[src/rtl/melody_sequencer.sv]
// Song ROM walker: times each note, inserts an articulation gap, handles stop and loop.
module melody_sequencer #(
  parameter int unsigned ADDR_W   = 6,
  parameter int unsigned FREQ_W   = 13,
  parameter int unsigned TICK_DIV = 1000,
  parameter int unsigned GAP_CYC  = 100
) (
  input  logic              clk,
  input  logic              rst_n,
  input  logic              start,
  input  logic              stop,
  input  logic              loop_en,
  output logic [ADDR_W-1:0] rom_addr,
  input  logic [FREQ_W+7:0] rom_data,
  output logic              ring,
  output logic [FREQ_W-1:0] freq,
  output logic              busy,
  output logic              done
);

  localparam int unsigned TICK_W = (TICK_DIV > 1) ? $clog2(TICK_DIV) : 1;
  localparam int unsigned GAP_W  = (GAP_CYC > 1) ? $clog2(GAP_CYC + 1) : 1;
  localparam logic [TICK_W-1:0] TICK_LAST = TICK_W'(TICK_DIV - 1);
  localparam logic [GAP_W-1:0]  GAP_LAST  = GAP_W'(GAP_CYC - 1);
  localparam logic [ADDR_W-1:0] ADDR_LAST = '1;

  typedef enum logic [2:0] {
    S_IDLE  = 3'd0,
    S_FETCH = 3'd1,
    S_LOAD  = 3'd2,
    S_PLAY  = 3'd3,
    S_GAP   = 3'd4,
    S_DONE  = 3'd5
  } state_t;

  state_t              state_q, state_d;
  logic [ADDR_W-1:0]   rom_addr_q, rom_addr_d;
  logic                ring_q, ring_d;
  logic [FREQ_W-1:0]   freq_q, freq_d;
  logic                busy_q, busy_d;
  logic                done_q, done_d;
  logic [TICK_W-1:0]   tick_q, tick_d;
  logic [7:0]          dur_q, dur_d;
  logic [GAP_W-1:0]    gap_q, gap_d;
  logic                adv_c;
  logic                end_c;

  wire [FREQ_W-1:0] data_freq_c = rom_data[FREQ_W+7:8];
  wire [7:0]        data_dur_c  = rom_data[7:0];

  // State and output registers
  always_ff @(posedge clk or negedge rst_n) begin
    if (!rst_n) begin
      state_q    <= S_IDLE;
      rom_addr_q <= '0;
      ring_q     <= 1'b0;
      freq_q     <= '0;
      busy_q     <= 1'b0;
      done_q     <= 1'b0;
      tick_q     <= '0;
      dur_q      <= '0;
      gap_q      <= '0;
    end else begin
      state_q    <= state_d;
      rom_addr_q <= rom_addr_d;
      ring_q     <= ring_d;
      freq_q     <= freq_d;
      busy_q     <= busy_d;
      done_q     <= done_d;
      tick_q     <= tick_d;
      dur_q      <= dur_d;
      gap_q      <= gap_d;
    end
  end

  // Next-state and output logic; stop overrides everything outside IDLE
  always_comb begin
    state_d    = state_q;
    rom_addr_d = rom_addr_q;
    ring_d     = ring_q;
    freq_d     = freq_q;
    busy_d     = busy_q;
    done_d     = 1'b0;
    tick_d     = tick_q;
    dur_d      = dur_q;
    gap_d      = gap_q;
    adv_c      = 1'b0;
    end_c      = 1'b0;

    case (state_q)
      S_IDLE: begin
        if (start && !stop) begin
          rom_addr_d = '0;
          busy_d     = 1'b1;
          state_d    = S_FETCH;
        end
      end
      S_FETCH: state_d = S_LOAD;
      S_LOAD: begin
        if (data_dur_c == 8'd0) begin
          end_c = 1'b1;
        end else begin
          freq_d  = data_freq_c;
          ring_d  = (data_freq_c != '0);
          tick_d  = '0;
          dur_d   = data_dur_c;
          state_d = S_PLAY;
        end
      end
      S_PLAY: begin
        if (tick_q == TICK_LAST) begin
          tick_d = '0;
          dur_d  = dur_q - 8'd1;
          if (dur_q == 8'd1) begin
            ring_d = 1'b0;
            if (GAP_CYC != 0) begin
              gap_d   = '0;
              state_d = S_GAP;
            end else begin
              adv_c = 1'b1;
            end
          end
        end else begin
          tick_d = tick_q + TICK_W'(1);
        end
      end
      S_GAP: begin
        if (gap_q == GAP_LAST) begin
          adv_c = 1'b1;
        end else begin
          gap_d = gap_q + GAP_W'(1);
        end
      end
      S_DONE: state_d = S_IDLE;
      default: state_d = S_IDLE;
    endcase

    // Step to the next word; running off the last address ends the song
    if (adv_c) begin
      if (rom_addr_q == ADDR_LAST) begin
        end_c = 1'b1;
      end else begin
        rom_addr_d = rom_addr_q + ADDR_W'(1);
        state_d    = S_FETCH;
      end
    end

    // End of song: loop back to the top or finish with a done pulse
    if (end_c) begin
      rom_addr_d = '0;
      if (loop_en) begin
        state_d = S_FETCH;
      end else begin
        ring_d  = 1'b0;
        freq_d  = '0;
        busy_d  = 1'b0;
        done_d  = 1'b1;
        state_d = S_DONE;
      end
    end

    if (stop && state_q != S_IDLE) begin
      state_d    = S_IDLE;
      rom_addr_d = '0;
      ring_d     = 1'b0;
      freq_d     = '0;
      busy_d     = 1'b0;
      done_d     = 1'b0;
    end
  end

  assign rom_addr = rom_addr_q;
  assign ring     = ring_q;
  assign freq     = freq_q;
  assign busy     = busy_q;
  assign done     = done_q;

endmodule

[config.mk]
export PLATFORM = sky130hd
export DESIGN_NAME = melody_sequencer
export DESIGN_NICKNAME = d
export VERILOG_FILES = /design/src/rtl/melody_sequencer.sv
export SDC_FILE = /design/constraint.sdc
export NUM_CORES = 1
export LEC_CHECK = 0
export ABC_AREA = 1
export BUFFER_PORTS_ARGS = -buffer_cell sky130_fd_sc_hd__buf_2
export CAP_MARGIN = 25
export CORE_UTILIZATION = 53
export CTS_BUF_LIST = sky130_fd_sc_hd__clkbuf_8
export CTS_CLUSTER_SIZE = 12
export DETAILED_ROUTE_END_ITERATION = 6
export MAX_ROUTING_LAYER = met4
export PLACE_DENSITY = 0.79
export SYNTH_ARGS = -nofsm -noshare
export SYNTH_HDL_FRONTEND = slang
export SYNTH_SLANG_ARGS = --single-unit
[constraint.sdc]
create_clock -name clk -period 1.47 [get_ports clk]
set_input_delay 0.147 -clock clk [delete_from_list [all_inputs] [get_ports clk]]
set_output_delay 0.147 -clock clk [all_outputs]
set_load 0.01 [all_outputs]
==> impl_metrics.py, run 1 <==
metrics = {
    "critical_path": {
        "crit_path_end_kind": "register",
        "worstPathCellList": "nor3_4 > buf_4 > o21ai_4 > or2_2 > o21ai_1 > nor2_1",
        "cp.required_ns": 1.67,
        "slowest_delay_ns": 0.46,
        "timing_worst_setup_path_type": "reg -> reg",
        "critical_path_s_slowest_cell": "sky130_fd_sc_hd__dfrtp_2",
        "crit_fanout": 5,
        "ff2ff_path_depth": 6,
        "critical_path.startpoint_type": "register",
        "worst_ep_arrival_time_ns": 1.73,
    },
    "run_status": {
        "failed_checks": "negative setup slack",
        "run_status": "finished, violations left",
    },
    "floorplan": {
        "floorplan.die.height_um": 76.14,
        "floorplan.rows": 26,
        "die-width_um": 76.14,
        "floorplan.io_pins": 48,
        "core_area_mm2": 0.005205,
        "initial_core_util_pct": 55.96,
        "die-area_mm2": 0.005797,
    },
    "power_and_ir_drop": {
        "seq_power_share_pct": 34.9,
        "p_leak_nw": 1.957,
        "netSwitchingPower_w": 0.002257,
        "pwr_density_cell_mw_per_mm2": 1449,
        "power_switching_share_pct": 39.63,
        "power.share.clock_pct": 18.1,
        "report.power.total_w": 0.005694,
        "cell_internal_pwr_w": 0.003438,
        "power.ir.vdd_worst_v": 0.0006330,
        "share_comb_of_total_power_pct": 46.9,
    },
    "sta": {
        "timing.slew.headroom_pct": 76.78,
        "layout_setup_ws_ns": -0.05550,
        "fin_skew_ns": 0.008324,
        "fin_worst_hold_slack_ns": 0.1173,
        "finalMaxSlewViolations": 0,
        "max_clock_freq_ghz": 0.6555,
        "finalCritPeriodShare_pct": 103.8,
        "unrepaired_setup_endpoints_after_global_routing": "true",
        "final-setup-viol-count": 9,
        "timing.final.hold_violations": 0,
        "tightest_slew_ns": 0.3479,
        "setup-tns-final_ns": -0.3543,
        "post-route-min-period_ns": 1.525,
    },
    "drt": {
        "detail_route.drc_violations": 0,
        "routed_wirelength_um": 7394,
        "via_per_inst": 5.270,
        "drt_pass1_iterations": 5,
        "ant_nets": 0,
        "drt-initial-drc-count": 138,
        "wl_per_cell_um": 13.13,
        "vias": 2967,
    },
    "final_layout": {
        "antenna-diode-count": 0,
        "layout.cell_area.non_filler_mm2": 0.003930,
        "final_cells": 563,
        "area.growth.synth_to_final_pct": 34.92,
        "fin_nets": 523,
        "fillers": 383,
        "drive_above_1_share_pct": 36.11,
    },
    "global_routing": {
        "global_route_wire_length_before_repair_um": 11710,
        "grt_start_max_net_pins": 51,
        "grt_antenna_before_repair": 0,
        "overall_fraction_of_global_route_tracks_in_use_pct": 25.70,
        "via_count_of_the_first_global_routing_pass": 2732,
        "global_route.overflow_total": 0,
    },
    "clocking": {
        "htree_num_levels": 2,
        "cts_tree": "built",
        "cts_root_buffer": "sky130_fd_sc_hd__clkbuf_8",
        "clkTransAtPathRegs_ns": 0.09,
        "max-clock-path-buffers": 2,
        "cts.sink_count": 50,
        "clock_latency_ns": 0.31,
        "num_cts_buffers": 5,
    },
    "logic_synthesis": {
        "synth.distinct_cells": 31,
        "synth_enable_flop_cells": 0,
        "yosys_warnings": 0,
        "synth_fp_nets": 426,
        "synth_async_sr_flop_share_pct": 100.0,
        "synth_register_bits": 50,
        "synthFlopType": "sky130_fd_sc_hd__dfrtp_1",
        "synthCells": 395,
        "synth.yosys.seq_area_share_pct": 42.96,
        "syn_area_cell_um2": 7.374,
        "post_synth_instance_area_mm2": 0.002913,
    },
    "job": {
        "max_cap_viols": 0,
    },
    "placed_design": {
        "post_dp_cell_area_mm2": 0.003498,
        "place.gp.congestion": 0.8701,
        "place_hpwl_um": 4916,
        "port_buffer_count": 47,
        "dpl.cell_count": 543,
    },
    "hold_path": {
        "hold_path_depth": 3,
        "hold_path.class": "in -> reg",
    },
}
==> layout make-up <==
type | instances | area (um2) | share of cell area (%)
Multi-Input combinational cell | 294 | 1639 | 41.71
Timing Repair Buffer | 94 | 649.4 | 16.52
Inverter | 47 | 176.4 | 4.489
Clock inverter | 2 | 38.79 | 0.9869
Clock buffer | 6 | 82.58 | 2.101
Tap cell | 70 | 87.58 | 2.229
Sequential cell | 50 | 1256 | 31.96
==> Yosys cell counts, types with 4 or more instances <==
library cell	instances	area share (%)
sky130_fd_sc_hd__a21oi_1	10	1.7
sky130_fd_sc_hd__dfrtp_1	50	43
sky130_fd_sc_hd__ha_1	5	2.1
sky130_fd_sc_hd__inv_1	41	5.3
sky130_fd_sc_hd__inv_2	6	0.77
sky130_fd_sc_hd__nand2_1	96	12
sky130_fd_sc_hd__nand2_2	5	1.1
sky130_fd_sc_hd__nand3_1	40	6.9
sky130_fd_sc_hd__nand3b_1	4	1.0
sky130_fd_sc_hd__nand4_1	4	0.86
sky130_fd_sc_hd__nor2_1	58	7.5
sky130_fd_sc_hd__o21ai_0	29	5.0
sky130_fd_sc_hd__o21ai_1	5	0.86
sky130_fd_sc_hd__o21ai_2	4	1.2
sky130_fd_sc_hd__or2_2	10	2.1
==> path summary, 6_finish.rpt <==
kind,from,to,slack (ns)
worst max-delay path,state_q[2],freq[5],-0.06
worst min-delay path,rom_data[6],dur_q[6],0.12
worst max register to register,state_q[2],freq[5],-0.06
min in group asynchronous,rst_n,dur_q[0],0.34
worst min register to register,freq[6],freq[6],0.54
max in group asynchronous,rst_n,dur_q[2],0.86
==> sequential cells by signal (all words and copies together) (netlist names) <==
register	count
gap_q	7
busy	1
freq	13
ring	1
tick_q	10
done	1
state_q	3
dur_q	8
rom_addr	6
==> worst max-delay path, delay by kind of cell (launching register included) <==
kind | cells | cell delay (ns)
flops | 1 | 0.46
compound gates | 2 | 0.16
buf+inv | 1 | 0.18
simple gates | 3 | 0.63
==> power groups by stage <==
stage	logic (W)	clock network [W]	registers (W)
finish	0.00267	0.00103	0.00199
global route	0.00293	0.00110	0.00204
CTS	0.00227	0.00105	0.00194
detailed placement	0.00217	0	0.00196
global placement	0.00211	0	0.00195
floorplan	0.00132	0	0.00203
==> kinds of logic after synthesis <==
group	synth area share, %
buffers and inverters	7.646
DFF	42.96
and+or+nand+nor	35.18
AOI/OAI and AO/OA	10.87
adders and majority gates	2.148
xor gates and xnor gates	1.203
==> through the flow <==
step           setup WS (ns)  util [%]
6_report            -0.05550     75.50
5_1_grt              -0.1242     75.50
4_1_cts            -0.007268     70.55
3_5_place_dp        -0.03916     67.21
3_3_place_gp       -0.001668     67.21
2_1_floorplan       -0.05118         -
==> routing by layer <==
| layer | routed length (um) | global-route usage (%) | share of wire, % | vias up |
|---|---|---|---|---|
| met3 | 416 | 4.072 | 5.6 | 21 |
| met1 | 3060 | 30.66 | 41 | 1363 |
| li1 | - | - | - | 1472 |
| met2 | 3719 | 43.91 | 50 | 111 |
| met4 | 197 | 9.808 | 2.7 | 0 |
| met5 | 0 | - | 0 | - |
==> repair_timing <==
action | 4_1_cts | 5_1_grt
cloned | 0 | 2
resized for setup | 10 | 56
hold buffers | 1 | 0
pin swaps | 3 | 10
hold endpoints to repair | 50 | 0
setup endpoints to repair | 18 | 50
buffers inserted | 3 | 7
==> cells in the final DEF (no fill, tap or decap), drive strengths merged <==
cell type,Yosys,layout
a31o,1,1
xor2,2,2
o21ai,38,39
a21oi,10,10
nor2,62,62
or2,10,10
nand4,4,4
bufinv,0,1
clkbuf,0,7
o22ai,2,2
dlygate4sd3,0,1
nand3b,4,4
dfrtp,50,50
nand3,42,42
a21boi,1,1
xnor2,2,2
nor3,5,5
a22o,1,1
ha,5,5
nand2,101,101
inv,47,48
o31ai,2,2
buf,5,92
o211ai,1,1
Power figures use the tool's default switching activity.
==> run 2: changes to the inputs <==
--- a/config.mk
+++ b/config.mk
@@ -14,6 +14,7 @@
 export DETAILED_ROUTE_END_ITERATION = 6
 export MAX_ROUTING_LAYER = met4
 export PLACE_DENSITY = 0.79
+export SETUP_SLACK_MARGIN = 0.5
 export SYNTH_ARGS = -nofsm -noshare
 export SYNTH_HDL_FRONTEND = slang
 export SYNTH_SLANG_ARGS = --single-unit
==> impl_metrics.py, run 2 (synthesis results as in run 1) <==
metrics = {
    "run_status": {
        "run_status": "finished, violations left",
        "failed_checks": "negative setup slack",
    },
    "final_layout": {
        "fin_util_pct": 84.78,
        "antenna-diode-count": 0,
        "layout_common_cells": "sky130_fd_sc_hd__nand2_1 (71), sky130_fd_sc_hd__nor2_1 (46), sky130_fd_sc_hd__buf_4 (46)",
        "largest_reg_flops": 13,
        "fin_nets": 543,
        "layout_commonest_cell": "sky130_fd_sc_hd__nand2_1",
        "drive_above_1_share_pct": 46.00,
        "area.growth.synth_to_final_pct": 51.50,
    },
    "hold_path": {
        "hold_path.class": "in -> reg",
    },
    "placed_design": {
        "place.gp.congestion": 0.8649,
        "place_hpwl_um": 5119,
        "port_buffer_count": 47,
        "placement.setup.worst_slack_ns": -0.04380,
    },
    "clocking": {
        "clock_latency_ns": 0.33,
        "clkTransAtPathRegs_ns": 0.11,
        "cts_tree": "built",
        "cts_root_buffer": "sky130_fd_sc_hd__clkbuf_8",
        "htree_num_levels": 2,
        "num_cts_buffers": 5,
        "cts.sink_count": 50,
        "max-clock-path-buffers": 2,
    },
    "sta": {
        "tightest_slew_ns": 0.4787,
        "post-route-min-period_ns": 1.615,
        "fin_skew_ns": 0.01240,
        "fin_worst_hold_slack_ns": 0.08847,
        "max_clock_freq_ghz": 0.6194,
        "layout_setup_ws_ns": -0.1446,
        "timing.slew.headroom_pct": 68.09,
        "final-setup-viol-count": 39,
        "finalCritPeriodShare_pct": 109.8,
        "finalMaxSlewViolations": 0,
        "unrepaired_setup_endpoints_after_global_routing": "true",
        "timing.final.hold_violations": 0,
    },
    "drt": {
        "ant_nets": 0,
        "detail_route.drc_violations": 0,
        "drt-initial-drc-count": 397,
        "routed_wirelength_um": 11150,
        "vias": 3566,
        "drt_pass1_iterations": 5,
        "via_per_inst": 6.117,
        "wl_per_cell_um": 19.13,
    },
    "critical_path": {
        "worst_ep_arrival_time_ns": 1.87,
        "critical_path.startpoint_type": "register",
        "crit_path_end_kind": "register",
        "cp.required_ns": 1.73,
        "crit_fanout": 5,
        "timing_worst_setup_path_type": "reg -> reg",
    },
    "floorplan": {
        "die-area_mm2": 0.005797,
        "core_area_mm2": 0.005205,
        "floorplan.rows": 26,
        "die-width_um": 76.14,
        "initial_core_util_pct": 55.96,
        "floorplan.die.height_um": 76.14,
        "floorplan.io_pins": 48,
    },
    "global_routing": {
        "grt_antenna_before_repair": 0,
        "global_route_wire_length_before_repair_um": 13600,
        "grt_start_max_net_pins": 30,
        "overall_fraction_of_global_route_tracks_in_use_pct": 30.18,
        "via_count_of_the_first_global_routing_pass": 3070,
        "global_route.overflow_total": 0,
    },
    "power_and_ir_drop": {
        "report.power.total_w": 0.006302,
        "p_leak_nw": 2.205,
        "power.ir.vdd_worst_v": 0.001076,
        "pwr_density_cell_mw_per_mm2": 1428,
    },
    "job": {
        "max_cap_viols": 0,
    },
}
run 2: what timing repair did:
item | CTS | global route
pin swaps | 7 | 19
hold endpoints to repair | 44 | 0
endpoints found under the setup margin | 71 | 72
buffers inserted | 16 | 18
cloned | 2 | 1
gates resized for setup | 30 | 82
hold buffers | 1 | 0
run 2: final cells by class:
cell class / instances / area, um2
multi-input cells: 294 / 1843
fillers: 241 / 792.0
clock buffers: 5 / 68.82
flip-flops and latches: 50 / 1257
inverters: 47 / 188.9
clock inverters: 3 / 28.78
well taps: 70 / 87.58
repair buffers: 114 / 938.4
run 2: routing by layer:
metal  routed length [um]  track usage (%)  vias to the layer above
met5                    0                -                        -
met4                  611            14.23                        0
met3                  882            4.910                       82
met2                 5448            52.45                      271
met1                 4210            34.01                     1704
li1                     -                -                     1509
run 2: critical path, stage by stage (launching register included):
cell,delay (ns)
sky130_fd_sc_hd__dfrtp_2,0.48
sky130_fd_sc_hd__nor3_4,0.26
sky130_fd_sc_hd__inv_2,0.09
sky130_fd_sc_hd__nor2_4,0.18
sky130_fd_sc_hd__bufbuf_16,0.29
sky130_fd_sc_hd__o21ai_0,0.08
sky130_fd_sc_hd__nor2_1,0.16
run 2: final timing paths:
path,start,to,slack (ns),cells after the start
hold reg to reg,freq[10],freq[10],0.55,2
hold / removal,rom_data[6],dur_q[6],0.09,3
max in group asynchronous,rst_n,state_q[2],0.77,3
setup / recovery,state_q[0],freq[0],-0.14,6
setup reg to reg,state_q[0],freq[0],-0.14,6
min in group asynchronous,rst_n,gap_q[4],0.21,2
run 2: power breakdown:
part / switching (W) / total, W / internal (W)
Clock: 0.000565 / 0.000920 / 0.000355
Sequential: 0.000305 / 0.00202 / 0.00172
Combinational: 0.00187 / 0.00336 / 0.00148
Total: 0.00274 / 0.00630 / 0.00356
run 2: metrics by stage:
stage	area, um2	std cells	TNS (ns)
after floorplan	3035	395	-0.5034
after global placement	3575	537	0
after detailed placement	3575	537	-0.2642
after CTS	3975	564	0
after global routing	4413	583	-5.096
final	4413	583	-2.071
==> run 3: changes to the inputs <==
--- a/config.mk
+++ b/config.mk
@@ -14,6 +14,7 @@
 export DETAILED_ROUTE_END_ITERATION = 6
 export MAX_ROUTING_LAYER = met4
 export PLACE_DENSITY = 0.79
+export RECOVER_POWER = 25
 export SETUP_SLACK_MARGIN = 0.5
 export SYNTH_ARGS = -nofsm -noshare
 export SYNTH_HDL_FRONTEND = slang
==> impl_metrics.py, run 3 (synthesis results as in run 1) <==
metrics = {
    "final_layout": {
        "area.growth.synth_to_final_pct": 51.03,
        "layout_commonest_cell": "sky130_fd_sc_hd__nand2_1",
        "antenna-diode-count": 0,
        "fillers": 244,
        "drive_above_1_share_pct": 45.81,
        "largest_reg_flops": 13,
        "final_cells": 583,
        "layout_common_cells": "sky130_fd_sc_hd__nand2_1 (71), sky130_fd_sc_hd__nor2_1 (46), sky130_fd_sc_hd__buf_4 (46)",
        "fin_nets": 543,
    },
    "clocking": {
        "clock_latency_ns": 0.33,
        "num_cts_buffers": 5,
        "htree_num_levels": 2,
        "clkTransAtPathRegs_ns": 0.11,
        "cts.sink_count": 50,
        "cts_root_buffer": "sky130_fd_sc_hd__clkbuf_8",
        "cts_tree": "built",
        "max-clock-path-buffers": 2,
    },
    "critical_path": {
        "critical_path_s_slowest_cell": "sky130_fd_sc_hd__dfrtp_2",
        "critical_path.top_delay_family": "simple AND/OR/NAND/NOR gates",
        "cp_num_buf_inv": 2,
        "worst_ep_arrival_time_ns": 1.87,
        "crit_fanout": 5,
        "slowest_delay_ns": 0.47,
        "crit_path_end_kind": "register",
        "worstPathCellList": "nor3_4 > inv_2 > nor2_4 > bufbuf_16 > o21ai_0 > nor2_1",
        "cp.required_ns": 1.73,
        "timing_worst_setup_path_type": "reg -> reg",
        "setup.reg_to_reg.worst_slack_ns": -0.15,
        "critical_path.startpoint_type": "register",
    },
    "floorplan": {
        "die-width_um": 76.14,
        "floorplan.io_pins": 48,
        "die-area_mm2": 0.005797,
        "core_area_mm2": 0.005205,
        "initial_core_util_pct": 55.96,
        "floorplan.rows": 26,
        "floorplan.die.height_um": 76.14,
    },
    "placed_design": {
        "port_buffer_count": 47,
        "dpl.cell_count": 537,
        "place.gp.congestion": 0.8649,
        "place_hpwl_um": 5119,
    },
    "sta": {
        "fin_skew_ns": 0.009980,
        "timing.slew.headroom_pct": 65.76,
        "tightest_slew_ns": 0.5136,
        "max_clock_freq_ghz": 0.6187,
        "post-route-min-period_ns": 1.616,
        "timing.final.hold_violations": 0,
        "layout_setup_ws_ns": -0.1464,
        "fin_worst_hold_slack_ns": 0.08689,
        "finalCritPeriodShare_pct": 110.0,
        "setup-tns-final_ns": -2.043,
        "unrepaired_setup_endpoints_after_global_routing": "true",
        "final-setup-viol-count": 38,
        "finalMaxSlewViolations": 0,
    },
    "drt": {
        "drt_pass1_iterations": 5,
        "via_per_inst": 6.081,
        "drt-initial-drc-count": 407,
        "routed_wirelength_um": 11140,
        "detail_route.drc_violations": 0,
        "vias": 3545,
        "ant_nets": 0,
        "wl_per_cell_um": 19.11,
    },
    "run_status": {
        "failed_checks": "negative setup slack",
        "run_status": "finished, violations left",
    },
    "power_and_ir_drop": {
        "p_leak_nw": 2.197,
        "pwr_density_cell_mw_per_mm2": 1431,
        "report.power.total_w": 0.006297,
        "power.ir.vdd_worst_v": 0.001078,
    },
    "job": {
        "max_cap_viols": 0,
    },
    "global_routing": {
        "global_route.overflow_total": 0,
        "global_route_wire_length_before_repair_um": 13600,
        "via_count_of_the_first_global_routing_pass": 3070,
        "overall_fraction_of_global_route_tracks_in_use_pct": 30.18,
        "grt_antenna_before_repair": 0,
        "grt_start_max_net_pins": 30,
    },
    "hold_path": {
        "hold_path.class": "in -> reg",
    },
}
## run 3: worst paths after layout
| kind | startpoint | cells after the start | endpoint |
|---|---|---|---|
| worst max-delay path | state_q[2] | 6 | freq[0] |
| worst min-delay path | rom_data[6] | 3 | dur_q[6] |
| worst max register to register | state_q[2] | 6 | freq[0] |
| worst min register to register | freq[10] | 2 | freq[10] |
| max in group asynchronous | rst_n | 3 | tick_q[2] |
| min in group asynchronous | rst_n | 2 | gap_q[0] |
## run 3: worst reg2reg max path, delay by kind of cell (launching register included)
kind,cells,cell delay [ns]
flops,1,0.47
simple gates,3,0.62
compound gates,1,0.08
buf+inv,2,0.38
## run 3: final cells by class
class                   instances  area [um2]  share of cell area [%]
clock buffers                   5       68.82                   1.564
flip-flops and latches         50        1257                   28.58
repair buffers                114       924.6                   21.02
multi-input cells             294        1843                   41.89
well taps                      70       87.58                   1.991
clock inverters                 3       28.78                  0.6542
inverters                      47       188.9                   4.295
## run 3: through the flow
step                      utilization (%)  setup WS, ns  cell area (um2)
after floorplan                         -      -0.05118             3035
after global placement              68.68       0.02140             3575
after detailed placement            68.68      -0.04380             3575
after CTS                           76.37     0.0001561             3975
after global routing                84.52       -0.2993             4399
final                               84.52       -0.1464             4399
## run 3: power breakdown
group | total [W] | switching (W) | internal [W]
clock network | 0.000918 | 0.000564 | 0.000355
logic | 0.00335 | 0.00187 | 0.00148
registers | 0.00202 | 0.000304 | 0.00172
## run 3: timing repair
action                                  4_1_cts  5_1_grt
endpoints found under the setup margin       71       72
gates cloned                                  2        1
setup buffers                                16       18
hold buffers                                  1        0
resized for setup                            30       82
endpoints found under the hold margin        44        0
pin swaps                                     7       19
## run 3: layer usage
| layer | GRT usage [%] | part of all wire [%] |
|---|---|---|
| met4 | 14.23 | 5.3 |
| met3 | 4.910 | 7.7 |
| met2 | 52.45 | 49 |
| met5 | - | 0 |
| met1 | 34.01 | 38 |
